`config.mk`:
```
export PLATFORM = sky130hd
export DESIGN_NAME = univ_reg
export DESIGN_NICKNAME = d
export VERILOG_FILES = /design/src/rtl/univ_reg_pkg.sv /design/src/rtl/univ_reg_cell.sv /design/src/rtl/univ_reg.sv
export SDC_FILE = /design/constraint.sdc
export NUM_CORES = 1
export LEC_CHECK = 0
export CORE_MARGIN = 1
export CORE_UTILIZATION = 52
export CTS_BUF_LIST = sky130_fd_sc_hd__clkbuf_2
export CTS_CLUSTER_DIAMETER = 60
export CTS_CLUSTER_SIZE = 30
export DETAILED_ROUTE_END_ITERATION = 16
export PLACE_DENSITY = 0.81
export SLEW_MARGIN = 0
export SYNTH_ARGS = -nofsm -noshare
export SYNTH_HDL_FRONTEND = slang
export SYNTH_SLANG_ARGS = --single-unit
```
`constraint.sdc`:
```
create_clock -name clk -period 2.25 [get_ports clk]
set_clock_uncertainty 0.15 [all_clocks]
set_input_delay 0.45 -clock clk [delete_from_list [all_inputs] [get_ports clk]]
set_output_delay 0.45 -clock clk [all_outputs]
set_load 0.01 [all_outputs]
```
`src/rtl/univ_reg_pkg.sv`:
```
// Shared constants for the universal register: mode encodings and the mode type.
package univ_reg_pkg;

    localparam int MODE_W = 3;

    typedef enum logic [MODE_W-1:0] {
        MODE_HOLD = 3'd0,
        MODE_LOAD = 3'd1,
        MODE_SHL  = 3'd2,
        MODE_SHR  = 3'd3,
        MODE_INC  = 3'd4,
        MODE_DEC  = 3'd5,
        MODE_ROL  = 3'd6,
        MODE_ROR  = 3'd7
    } mode_e;

endpackage

```
`src/rtl/univ_reg_cell.sv`:
```
// One storage bit of the universal register: D flip-flop with async active-low
// reset to a per-bit value.
module univ_reg_cell #(
    parameter logic RST_BIT = 1'b0
) (
    input  logic i_clk,
    input  logic i_rst_n,
    input  logic i_d,
    output logic o_q
);

    always_ff @(posedge i_clk or negedge i_rst_n) begin
        if (!i_rst_n) begin
            o_q <= RST_BIT;
        end else begin
            o_q <= i_d;
        end
    end

endmodule

```
`src/rtl/univ_reg.sv`:
```
// Universal register: hold/load/shift/count/rotate over a WIDTH-bit word with a
// registered carry-out and a combinational zero flag.
module univ_reg
    import univ_reg_pkg::*;
#(
    parameter int                WIDTH   = 10,
    parameter logic [WIDTH-1:0]  RST_VAL = '0
) (
    input  logic              clk,
    input  logic              rst,
    input  logic              clr,
    input  logic [MODE_W-1:0] mode,
    input  logic [WIDTH-1:0]  in,
    input  logic              sin,
    output logic [WIDTH-1:0]  out,
    output logic              cout,
    output logic              zero
);

    logic [WIDTH-1:0] r_out;
    logic             r_cout;
    logic [WIDTH-1:0] w_next;
    logic             w_nextCout;

    // Word-level next value and carry; clr overrides every mode.
    always_comb begin
        w_next     = r_out;
        w_nextCout = r_cout;
        if (clr) begin
            w_next     = '0;
            w_nextCout = 1'b0;
        end else begin
            case (mode)
                MODE_HOLD: begin
                    w_next     = r_out;
                    w_nextCout = r_cout;
                end
                MODE_LOAD: begin
                    w_next     = in;
                    w_nextCout = 1'b0;
                end
                MODE_SHL: {w_nextCout, w_next} = {r_out, sin};
                MODE_SHR: {w_next, w_nextCout} = {sin, r_out};
                MODE_INC: {w_nextCout, w_next} = {1'b0, r_out} + {{WIDTH{1'b0}}, 1'b1};
                MODE_DEC: begin
                    w_next     = r_out - {{(WIDTH-1){1'b0}}, 1'b1};
                    w_nextCout = (r_out == '0);
                end
                MODE_ROL: begin
                    w_next     = {r_out[WIDTH-2:0], r_out[WIDTH-1]};
                    w_nextCout = r_out[WIDTH-1];
                end
                MODE_ROR: begin
                    w_next     = {r_out[0], r_out[WIDTH-1:1]};
                    w_nextCout = r_out[0];
                end
                default: begin
                    w_next     = r_out;
                    w_nextCout = r_cout;
                end
            endcase
        end
    end

    for (genvar g = 0; g < WIDTH; g++) begin : g_cell
        univ_reg_cell #(
            .RST_BIT (RST_VAL[g])
        ) u_cell (
            .i_clk   (clk),
            .i_rst_n (rst),
            .i_d     (w_next[g]),
            .o_q     (r_out[g])
        );
    end

    always_ff @(posedge clk or negedge rst) begin
        if (!rst) begin
            r_cout <= 1'b0;
        end else begin
            r_cout <= w_nextCout;
        end
    end

    assign out  = r_out;
    assign cout = r_cout;
    assign zero = ~|r_out;

endmodule
```
==> impl_metrics.prom <==
# TYPE chip_impl_metric gauge
chip_impl_info{name="status",value="finished, violations left"} 1
chip_impl_info{name="violations",value="negative setup slack"} 1
chip_impl_metric{name="synthMuxAreaShare",unit="%"} 4.74
chip_impl_info{name="most_common_cell_after_layout_fill_and_taps_aside",value="sky130_fd_sc_hd__buf_4"} 1
chip_impl_metric{name="power_switching_share",unit="%"} 38.7
chip_impl_metric{name="die_area",unit="um2"} 2690
chip_impl_metric{name="cp.arrival",unit="ns"} 1.75
chip_impl_metric{name="seq_power_share",unit="%"} 30.9
chip_impl_metric{name="timing_max_transition_violations_final",unit=""} 0
chip_impl_metric{name="powerDensity",unit="nW/um2"} 439
chip_impl_metric{name="p_leak",unit="nW"} 0.699
chip_impl_info{name="cts_tree",value="built"} 1
chip_impl_metric{name="max_cap_viol",unit=""} 0
chip_impl_metric{name="initial_antenna_violation_count",unit=""} 0
chip_impl_metric{name="setup_viol",unit=""} 1
chip_impl_info{name="root_buffer",value="sky130_fd_sc_hd__clkbuf_2"} 1
chip_impl_metric{name="die_w",unit="um"} 51.9
chip_impl_metric{name="fin_crit",unit="ns"} 2.35
chip_impl_metric{name="ys.warnings.count",unit=""} 0
chip_impl_metric{name="timing.fmax",unit="GHz"} 0.426
chip_impl_info{name="global_route.peak_usage_layer",value="met2"} 1
chip_impl_metric{name="drc_errors",unit=""} 0
chip_impl_info{name="hold_path.class",value="primary input to asynchronous set/reset pin"} 1
chip_impl_metric{name="timing.max_slew.rel_slack",unit="%"} 61.4
chip_impl_metric{name="routed_via_density",unit=""} 6.49
chip_impl_metric{name="initialDrtViolationCount",unit=""} 95
chip_impl_metric{name="diodes_inserted",unit=""} 0
chip_impl_metric{name="total_overflow_reported_by_the_global_router",unit=""} 0
chip_impl_metric{name="use_met1",unit="%"} 41.4
chip_impl_metric{name="fin_nets",unit=""} 222
chip_impl_metric{name="total_standard_cell_area_after_synthesis",unit="um2"} 1290
chip_impl_metric{name="fin_area",unit="um2"} 1710
chip_impl_metric{name="detailedPlacementHpwl",unit="mm"} 2.90
chip_impl_metric{name="area_growth",unit="%"} 32.3
chip_impl_info{name="timing_worst_setup_path_type",value="flip-flop to primary output"} 1
chip_impl_metric{name="combPwrFrac",unit="%"} 52.4
chip_impl_metric{name="clk_transition_reported_paths",unit="ns"} 0.13
chip_impl_metric{name="synthesis.instances",unit=""} 166
chip_impl_metric{name="drtAntennaViolNets",unit=""} 0
chip_impl_metric{name="power.internal",unit="W"} 0.000460
chip_impl_metric{name="netlist-cell-type-count",unit=""} 52
chip_impl_metric{name="cts-htree-levels",unit=""} 1
chip_impl_metric{name="yosysSeqAreaShare",unit="%"} 21.3
chip_impl_metric{name="clkPwrFrac",unit="%"} 16.7
chip_impl_info{name="synth_top_family_by_area",value="compound AO/OA/AOI/OAI gates"} 1
chip_impl_metric{name="postLayoutSetupSlackWorst",unit="ns"} -0.100
chip_impl_metric{name="data_required_time_at_the_worst_endpoint",unit="ns"} 1.65
chip_impl_metric{name="design.core.area",unit="um2"} 2280
chip_impl_metric{name="worst_path_max_stage_delay",unit="ns"} 0.51
chip_impl_metric{name="vdd.ir_drop.worst",unit="uV"} 304
chip_impl_metric{name="final_wl",unit="mm"} 3.90
chip_impl_info{name="regToRegStartpoint",value="g_cell[7].u_cell.o_q"} 1
chip_impl_metric{name="num_rows",unit=""} 17
chip_impl_metric{name="finalHoldViolations",unit=""} 0
chip_impl_metric{name="initial_core_util",unit="%"} 56.8
chip_impl_metric{name="worst_hold_slack",unit="ns"} 0.382
chip_impl_info{name="synth_ff_type",value="sky130_fd_sc_hd__dfrtp_1"} 1
chip_impl_info{name="rsz0062_at_grt",value="true"} 1
chip_impl_metric{name="final.period_utilization",unit="%"} 104
chip_impl_info{name="cp_slowest_cell",value="sky130_fd_sc_hd__or4b_4"} 1
chip_impl_metric{name="grt_start_max_net_pins",unit=""} 16
chip_impl_metric{name="postPlaceCellArea",unit="um2"} 1660
chip_impl_info{name="final_cell_mix",value="sky130_fd_sc_hd__buf_4, sky130_fd_sc_hd__clkdlybuf4s50_1, sky130_fd_sc_hd__nor2_1, sky130_fd_sc_hd__nand2_1, sky130_fd_sc_hd__dfrtp_1"} 1
chip_impl_metric{name="postSynth.asyncResetShare",unit="%"} 100
chip_impl_metric{name="clock_sink_count",unit=""} 11
chip_impl_metric{name="gr-usage-met2",unit="%"} 52.6
chip_impl_metric{name="die_height",unit="um"} 51.9
chip_impl_metric{name="gp_congestion",unit=""} 0.927
chip_impl_metric{name="number_of_synthesized_flops_with_an_enable_pin",unit=""} 0
chip_impl_metric{name="synth-xor-area-share",unit="%"} 4.07
chip_impl_info{name="critical_path.startpoint_type",value="flip-flop"} 1
chip_impl_metric{name="number_of_global_route_vias_before_repair",unit=""} 1418
chip_impl_metric{name="area_share_of_fa_ha_maj_cells_after_synthesis",unit="%"} 1.94
chip_impl_metric{name="ys_ff_latch",unit=""} 11
chip_impl_metric{name="max_slew.worst_pin.slew",unit="ns"} 0.578
chip_impl_metric{name="tritoncts.num_buffers",unit=""} 3
chip_impl_metric{name="compound_cell_area_share_of_the_yosys_netlist",unit="%"} 30.0
chip_impl_metric{name="switchingPower",unit="W"} 0.000291
chip_impl_metric{name="syn-num-nets",unit=""} 185
chip_impl_metric{name="portBuffers",unit=""} 28
chip_impl_metric{name="worstRegToRegCells",unit=""} 6
chip_impl_metric{name="worst-r2r-setup-slack",unit="ns"} 0.24
chip_impl_metric{name="globalRouteMet3Util",unit="%"} 4.97
chip_impl_metric{name="critPathMaxFanout",unit=""} 3
chip_impl_metric{name="drive_gt1_share",unit="%"} 24.3
chip_impl_metric{name="route.vias.total",unit=""} 1492
chip_impl_metric{name="clk_path_buf_depth",unit=""} 2
chip_impl_metric{name="clkLatencyLatePin",unit="ns"} 0.27
chip_impl_metric{name="globalRouteTotalUtil",unit="%"} 31.9
chip_impl_metric{name="grt_first_pass_wirelength",unit="mm"} 6.32
chip_impl_info{name="critical_path.reg2reg.endpoint",value="g_cell[9].u_cell.o_q"} 1
chip_impl_info{name="worst_setup_path_end_kind",value="primary output"} 1
chip_impl_metric{name="ioPinCount",unit=""} 29
chip_impl_metric{name="ctsHoldBuffers",unit=""} 0
chip_impl_metric{name="first_pass_iters",unit=""} 5
chip_impl_info{name="crit_path_cell_chain",value="inv_2 -> ha_4 -> or4b_4 -> nor4_4 -> buf_2"} 1
chip_impl_metric{name="synthesis.area_per_instance",unit="um2"} 7.79
chip_impl_metric{name="routedWlPerCell",unit="um"} 16.9
chip_impl_metric{name="synthSimpleGateAreaFrac",unit="%"} 24.6
-- what timing repair did --
action	in CTS	in global routing
hold endpoints to repair	0	0
pin swaps	1	0
resized for setup	8	0
gates cloned	0	0
setup endpoints to repair	1	1
setup buffers	2	1
-- logic make-up after synthesis --
family | count (synthesis)
compound gates | 53
fa+ha+maj | 2
buf+inv | 31
simple gates | 57
mux | 6
flops | 11
xor+xnor | 6
-- Yosys cell counts (2+ instances only) --
cell type,n,area share [%]
sky130_fd_sc_hd__xnor2_1,4,2.7
sky130_fd_sc_hd__a221o_1,2,1.5
sky130_fd_sc_hd__a31oi_1,6,2.9
sky130_fd_sc_hd__xor2_1,2,1.4
sky130_fd_sc_hd__nand3_1,2,0.77
sky130_fd_sc_hd__inv_1,3,0.87
sky130_fd_sc_hd__buf_2,6,2.3
sky130_fd_sc_hd__a32o_1,3,2.3
sky130_fd_sc_hd__nand2_1,13,3.8
sky130_fd_sc_hd__nor2_1,13,3.8
sky130_fd_sc_hd__a211oi_1,10,5.8
sky130_fd_sc_hd__nand2b_1,2,0.97
sky130_fd_sc_hd__o21ai_0,5,1.9
sky130_fd_sc_hd__clkbuf_1,8,2.3
sky130_fd_sc_hd__mux2i_1,5,3.9
sky130_fd_sc_hd__nor2b_1,5,2.4
sky130_fd_sc_hd__nand4_1,3,1.5
sky130_fd_sc_hd__a221oi_1,3,2.0
sky130_fd_sc_hd__nor3_1,5,1.9
sky130_fd_sc_hd__or2_2,2,0.97
sky130_fd_sc_hd__o41ai_1,2,1.4
sky130_fd_sc_hd__a21oi_1,9,3.5
sky130_fd_sc_hd__a21o_1,2,1.2
sky130_fd_sc_hd__ha_1,2,1.9
sky130_fd_sc_hd__o31ai_1,2,1.2
sky130_fd_sc_hd__buf_4,11,6.4
sky130_fd_sc_hd__dfrtp_1,11,21
-- power by group through the flow --
stage	registers (W)	logic, W	clock network, W
floorplan	0.000236	0.000236	0
finish	0.000232	0.000393	0.000125
global placement	0.000234	0.000364	0
detailed placement	0.000235	0.000372	0
CTS	0.000232	0.000381	0.000124
global route	0.000235	0.000419	0.000135
-- worst max path at each step --
stage                    startpoint   end  slack [ns]
6_report       g_cell[0].u_cell.o_q  zero        -0.1
5_1_grt        g_cell[0].u_cell.o_q  zero       -0.19
4_1_cts        g_cell[0].u_cell.o_q  zero       -0.08
3_5_place_dp   g_cell[1].u_cell.o_q  zero       -0.28
3_3_place_gp   g_cell[0].u_cell.o_q  zero       -0.26
2_1_floorplan  g_cell[0].u_cell.o_q  zero        0.03
-- metrics by stage --
stage | power [W] | setup WS [ns] | TNS [ns] | util (%) | instances
after floorplan | 0.000472 | 0.0347 | 0 | - | 166
final | 0.000750 | -0.100 | -0.100 | 75.2 | 230
after global routing | 0.000789 | -0.185 | -0.185 | 75.2 | 230
after global placement | 0.000598 | -0.264 | -0.264 | 73.0 | 223
after detailed placement | 0.000607 | -0.283 | -0.288 | 73.0 | 223
after CTS | 0.000737 | -0.0847 | -0.0847 | 74.8 | 229
-- state kept, by name, indices dropped and copies added, names as in the netlist --
register           count
cout                   1
g_cell.u_cell.o_q     10
-- critical path: cells and delay by family, from the launching register on --
kind	cells	cell delay (ns)
buffers and inverters	2	0.26
and+or+nand+nor	2	0.67
adders and majority gates	1	0.14
DFF	1	0.41
-- area by class of cell --
cell class	instances	area (um2)
Inverter	4	15.0
Fill cell	171	566
Sequential cell	11	275
Tap cell	28	35.0
Timing Repair Buffer	59	508
Clock buffer	4	20.0
Multi-Input combinational cell	124	857
-- layer usage --
metal | up-vias | wire length, um
li1 | 683 | -
met1 | 692 | 1630
met2 | 94 | 1790
met3 | 23 | 359
met4 | 0 | 114
met5 | - | 0
Power figures use the tool's default switching activity.
